==> config.mk <==
export PLATFORM = sky130hd
export DESIGN_NAME = axi4lite_arbiter
export DESIGN_NICKNAME = d
export VERILOG_FILES = /design/src/rtl/axi4lite_arbiter_pkg.sv /design/src/rtl/axi4lite_arbiter_picker.sv /design/src/rtl/axi4lite_arbiter.sv
export SDC_FILE = /design/constraint.sdc
export NUM_CORES = 1
export LEC_CHECK = 0
export BUFFER_PORTS_ARGS = -buffer_cell sky130_fd_sc_hd__buf_2
export CORE_AREA = 8 8 165 167
export CTS_BUF_LIST = sky130_fd_sc_hd__clkbuf_8
export DETAILED_ROUTE_END_ITERATION = 16
export DIE_AREA = 0 0 173 175
export HOLD_SLACK_MARGIN = 0.12
export PLACE_DENSITY = 0.42
export SLEW_MARGIN = 20
export SYNTH_ARGS = -nofsm -noshare
export SYNTH_HDL_FRONTEND = slang
export SYNTH_SLANG_ARGS = --single-unit
==> constraint.sdc <==
create_clock -name clk -period 3.3 [get_ports clk]
set_clock_uncertainty 0.2 [all_clocks]
set_input_delay 0.33 -clock clk [delete_from_list [all_inputs] [get_ports clk]]
set_output_delay 0.33 -clock clk [all_outputs]
set_load 0.05 [all_outputs]
==> src/rtl/axi4lite_arbiter_pkg.sv <==
// axi4lite_arbiter_pkg: shared AXI4-Lite channel structs and arbiter enums (package axi4lite_parameters)
package axi4lite_parameters;
   localparam int AXI4LITE_ADDR_W = 32;
   localparam int AXI4LITE_DATA_W = 32;
   typedef struct packed {
      logic                         awvalid;
      logic [AXI4LITE_ADDR_W-1:0]   awaddr;
      logic                         wvalid;
      logic [AXI4LITE_DATA_W-1:0]   wdata;
      logic [AXI4LITE_DATA_W/8-1:0] wstrb;
      logic                         bready;
      logic                         arvalid;
      logic [AXI4LITE_ADDR_W-1:0]   araddr;
      logic                         rready;
   } type_axi4lite_master2slave_s;
   typedef struct packed {
      logic                       awready;
      logic                       wready;
      logic                       bvalid;
      logic [1:0]                 bresp;
      logic                       arready;
      logic                       rvalid;
      logic [AXI4LITE_DATA_W-1:0] rdata;
      logic [1:0]                 rresp;
   } type_axi4lite_slave2master_s;
   typedef enum logic [1:0] {IDLE, WRITE, READ} type_axi4lite_arb_state_e;
   typedef enum logic {KIND_WRITE, KIND_READ} type_axi4lite_arb_kind_e;
endpackage

==> src/rtl/axi4lite_arbiter_picker.sv <==
// rr_priority_picker: one-hot grant search from last+1 (AXI4LITE_ARB_ROUND_ROBIN_EN) or lowest index
module rr_priority_picker #(
   parameter int N  = 2,
   parameter int LW = $clog2(N)
) (
   input  logic [N-1:0]  req,
`ifdef AXI4LITE_ARB_ROUND_ROBIN_EN
   input  logic [LW-1:0] last,
`endif
   output logic [N-1:0]  grant,
   output logic [LW-1:0] winner
);
   // scan from the farthest candidate inward so the nearest requester overwrites
   always_comb begin
      int idx;
      idx    = 0;
      grant  = '0;
      winner = '0;
      for (int k = N - 1; k >= 0; k--) begin
`ifdef AXI4LITE_ARB_ROUND_ROBIN_EN
         idx = (int'(last) + 1 + k) % N;
`else
         idx = k;
`endif
         if (req[idx]) begin
            grant      = '0;
            grant[idx] = 1'b1;
            winner     = idx[LW-1:0];
         end
      end
   end
endmodule

==> src/rtl/axi4lite_arbiter.sv <==
// axi4lite_arbiter: shares one AXI4-Lite slave among masters, one whole transaction per grant; AXI4LITE_ARB_ROUND_ROBIN_EN selects round-robin
module axi4lite_arbiter
   import axi4lite_parameters::*;
#(
   parameter int NUM_MASTERS = 2
) (
   input  logic                        clk,
   input  logic                        reset,
   input  type_axi4lite_master2slave_s m2arb [NUM_MASTERS],
   output type_axi4lite_slave2master_s arb2m [NUM_MASTERS],
   output type_axi4lite_master2slave_s arb2s,
   input  type_axi4lite_slave2master_s s2arb
);
   localparam int LW = $clog2(NUM_MASTERS);
   type_axi4lite_arb_state_e    state;
   type_axi4lite_arb_kind_e     kind;
   type_axi4lite_master2slave_s sel;
   logic [LW-1:0]               owner, winner;
   logic [NUM_MASTERS-1:0]      wreq, rreq, req, grant;
   logic                        win_w, wr_on, rd_on;
`ifdef AXI4LITE_ARB_ROUND_ROBIN_EN
   logic [LW-1:0]               last;
`endif
   // per-master request terms
   always_comb begin
      wreq = '0;
      rreq = '0;
      for (int i = 0; i < NUM_MASTERS; i++) begin
         wreq[i] = m2arb[i].awvalid | m2arb[i].wvalid;
         rreq[i] = m2arb[i].arvalid;
      end
   end
   assign req   = wreq | rreq;
   assign win_w = |(grant & wreq);
   assign wr_on = (state == WRITE) && (kind == KIND_WRITE);
   assign rd_on = (state == READ) && (kind == KIND_READ);
   rr_priority_picker #(.N(NUM_MASTERS)) u_picker (
      .req    (req),
`ifdef AXI4LITE_ARB_ROUND_ROBIN_EN
      .last   (last),
`endif
      .grant  (grant),
      .winner (winner)
   );
   // grant FSM: lock owner until its response handshake, write before read within a master
   always_ff @(posedge clk or posedge reset) begin
      if (reset) begin
         state <= IDLE;
         kind  <= KIND_WRITE;
         owner <= '0;
`ifdef AXI4LITE_ARB_ROUND_ROBIN_EN
         last  <= LW'(NUM_MASTERS - 1);
`endif
      end else begin
         case (state)
            IDLE: if (|req) begin
               owner <= winner;
               kind  <= win_w ? KIND_WRITE : KIND_READ;
               state <= win_w ? WRITE : READ;
`ifdef AXI4LITE_ARB_ROUND_ROBIN_EN
               last  <= winner;
`endif
            end
            WRITE: if (s2arb.bvalid && m2arb[owner].bready) state <= IDLE;
            READ:  if (s2arb.rvalid && m2arb[owner].rready) state <= IDLE;
            default: state <= IDLE;
         endcase
      end
   end
   // channel mux: only the owner's active channel passes, everything else reads as zero
   always_comb begin
      sel   = m2arb[owner];
      arb2s = '0;
      for (int j = 0; j < NUM_MASTERS; j++) arb2m[j] = '0;
      if (wr_on) begin
         arb2s.awvalid         = sel.awvalid;
         arb2s.awaddr          = sel.awaddr;
         arb2s.wvalid          = sel.wvalid;
         arb2s.wdata           = sel.wdata;
         arb2s.wstrb           = sel.wstrb;
         arb2s.bready          = sel.bready;
         arb2m[owner].awready  = s2arb.awready;
         arb2m[owner].wready   = s2arb.wready;
         arb2m[owner].bvalid   = s2arb.bvalid;
         arb2m[owner].bresp    = s2arb.bresp;
      end
      if (rd_on) begin
         arb2s.arvalid         = sel.arvalid;
         arb2s.araddr          = sel.araddr;
         arb2s.rready          = sel.rready;
         arb2m[owner].arready  = s2arb.arready;
         arb2m[owner].rvalid   = s2arb.rvalid;
         arb2m[owner].rdata    = s2arb.rdata;
         arb2m[owner].rresp    = s2arb.rresp;
      end
   end
endmodule

==> results.yml <==
yosys:
  synth_edf_count: 0
  yosysSeqAreaShare_pct: 5.22
  ys_warn_count: 0
  async_flop_share_pct: 100
  netlist-cell-type-count: 23
  synthAdderAreaFrac_pct: 0
  syn_area_um2: 1920
  ys_seq_elements: 4
  synth_compound_area_share_pct: 50.2
  avgSynthCellArea_um2: 7.68
  ys_top_cells_by_area: "a22o_1, and2_1, buf_6"
  yosys.area_share.simple_pct: 31.0
  synth_top_family_by_area: "compound AO/OA/AOI/OAI gates"
  synth_xor_area_share_pct: 0
  synthesis.nets: 503
  syn_inst: 250
  synth_top_area_share_pct: 47.0
  synth_top_area_cell: "a22o_1"
  synth_ff_type: "dfrtp_1"
  synth.area.mux_share_pct: 1.04
global_routing:
  grt-ovfl-total: 0
  grt_pass1_vias: 3969
  grt_use_total_pct: 9.94
  grt_pass1_wl_um: 23900
  grt_max_degree: 69
  antenna_found_initial: 2
sta:
  rsz0062_at_grt: "false"
  final-setup-viol-count: 0
  timing.fmax_mhz: 369
  timing.final.ws_setup_ns: 0.589
  final.setup.tns_ns: 0
  drv_slew: 0
  worstMarginPinSlew_ns: 0.634
  hold_viol: 0
  slew-limit-headroom_pct: 57.8
  final.period_utilization_pct: 82.2
  final.min_clock_period_ns: 2.71
worst_setup_path:
  crit_fanout: 68
  r2r_setup_slack_ns: 1.86
  worstPathCellList: "nand3b_1 -> nor2_4 -> buf_4 -> a22o_1 -> buf_2"
  worstSetupStartpointType: "flip-flop"
  crit_slowest_cell: "buf_4"
  critPathLaunch: "state[0]"
  required_ns: 2.77
  rr_endpoint: "state[1]"
  crit_arrival_ns: 2.18
  worstReg2RegStart: "owner"
  rr_worst_depth: 3
  crit_type: "flip-flop to output pin"
  crit_path_max_incr_delay_ns: 0.48
  endpoint: "arb2s[29]"
  end_kind: "output pin"
placed_design:
  hpwl_um: 14400
  placed_cell_area_um2: 4380
  routabilityCongestion: 0.775
  pre_cts_ws_ns: 0.816
  io_buffers: 439
route:
  first_pass_iters: 4
  drc_errors: 0
  wire_per_inst_um: 16.6
  dr_wl_met2_um: 8410
  vias: 3679
  wl_met1_um: 6050
  detail-route-antenna-nets: 0
  routed-wl-met3_um: 1900
  via_per_inst: 3.68
  highest_layer: "met5"
  drt-initial-drc-count: 111
  drt-total-wl_um: 16500
die:
  core_um2: 24700
  dieWidth_um: 173
  die_h_um: 175
  ios: 440
  start_util_pct: 7.78
  die_area_um2: 30300
  num_rows: 58
power:
  internal-power_mw: 0.925
  leakagePower_nw: 2.77
  total_power_mw: 3.26
  swShare_pct: 71.6
  peakVddDrop_v: 0.000395
  p_sw_mw: 2.33
  p_per_area_nw_per_um2: 735
  p_seq_share_pct: 3.0
  clkPwrFrac_pct: 3.2
  pwr-share-comb_pct: 93.8
clock_network:
  clk_latency_ns: 0.22
  cts_root_buffer: "clkbuf_8"
  cts_tree: "done"
  cts_buffers: 3
  clk_pin_slew_worst_paths_ns: 0.03
  cts_resized: 0
  clkSinkCount: 4
  h-tree-depth: 1
  postCtsSetupBuffers: 0
  ctsLongestPathBuffers: 2
layout:
  area_delta_synth_final_pct: 131
  layout_commonest_cell: "buf_2"
  stdcell_area_um2: 4430
  layout-drive-gt1-share_pct: 68.1
  nets: 923
  layout_common_cells: "buf_2, a22o_1, and2_1"
  final_util_pct: 18.0
flow_run:
  maxCapViolCount: 0
min_path:
  min_path_type: "input port to flip-flop"
  min-delay-start: "m2arb[176]"
status:
  status: "finished, final reports clean"
[kinds of logic after synthesis]
logic type	count (synthesis)
AO/OA/AOI/OAI	112
AND/OR/NAND/NOR	97
buffers and inverters	35
flip-flops	4
multiplexers	2
[worst max-delay path: cells and delay by family (launching register included)]
kind                   cells  cell delay (ns)
DFF                        1             0.42
AOI/OAI and AO/OA          1             0.23
and+or+nand+nor            2             0.48
buffers and inverters      2             0.75
[per-layer routing]
layer,vias up,track usage (%)
met5,-,0
met4,4,1.33
met3,12,4.62
met2,268,18.8
met1,1613,10.0
li1,1782,-
[power groups by stage]
stage          clock (mW)  sequential [mW]  combinational [mW]
2_1_floorplan           0           0.0755                2.48
3_3_place_gp            0           0.0960                3.12
3_5_place_dp            0           0.0994                3.10
4_1_cts             0.105           0.0990                3.11
5_1_grt             0.110            0.102                3.20
6_report            0.104           0.0986                3.05
[how the worst min path moves through the flow]
stage               end  slack, ns  depth (start not counted)
2_1_floorplan      kind      -0.10                          1
3_3_place_gp   state[1]       0.03                          2
3_5_place_dp       kind       0.02                          2
4_1_cts        state[1]       0.28                          4
5_1_grt        state[1]       0.31                          4
6_report       state[1]       0.27                          4
[cell usage after synthesis (2+ instances only)]
cell / count
buf_2: 7
buf_6: 12
nor2_4: 2
a21oi_1: 4
nand2_1: 2
clkbuf_2: 2
inv_1: 4
mux2i_1: 2
a22o_1: 103
nor2_1: 8
and2_1: 80
buf_4: 2
clkbuf_1: 8
dfrtp_1: 4
nor3_1: 2
[flip-flops by register name (all words and copies together), names as in the netlist]
name and cells:
state 2, kind 1, owner 1
[layout make-up]
cell class | count | area, um^2
Fill cell | 2840 | 20200
Antenna cell | 1 | 2.50
Inverter | 4 | 15.0
Timing Repair Buffer | 446 | 2260
Multi-Input combinational cell | 211 | 1590
Sequential cell | 4 | 100
Clock buffer | 3 | 41.3
Tap cell | 330 | 413
[through the flow]
stage	hold WS, ns	cells
2_1_floorplan	-0.104	250
3_3_place_gp	0.0296	994
3_5_place_dp	0.0192	994
4_1_cts	0.283	998
5_1_grt	0.312	998
6_report	0.273	999
[what timing repair did]
item,in CTS,in global routing
endpoints found under the hold margin,4,0
setup endpoints to repair,0,0
hold buffers,1,0
(Power assumes the default switching activity.)
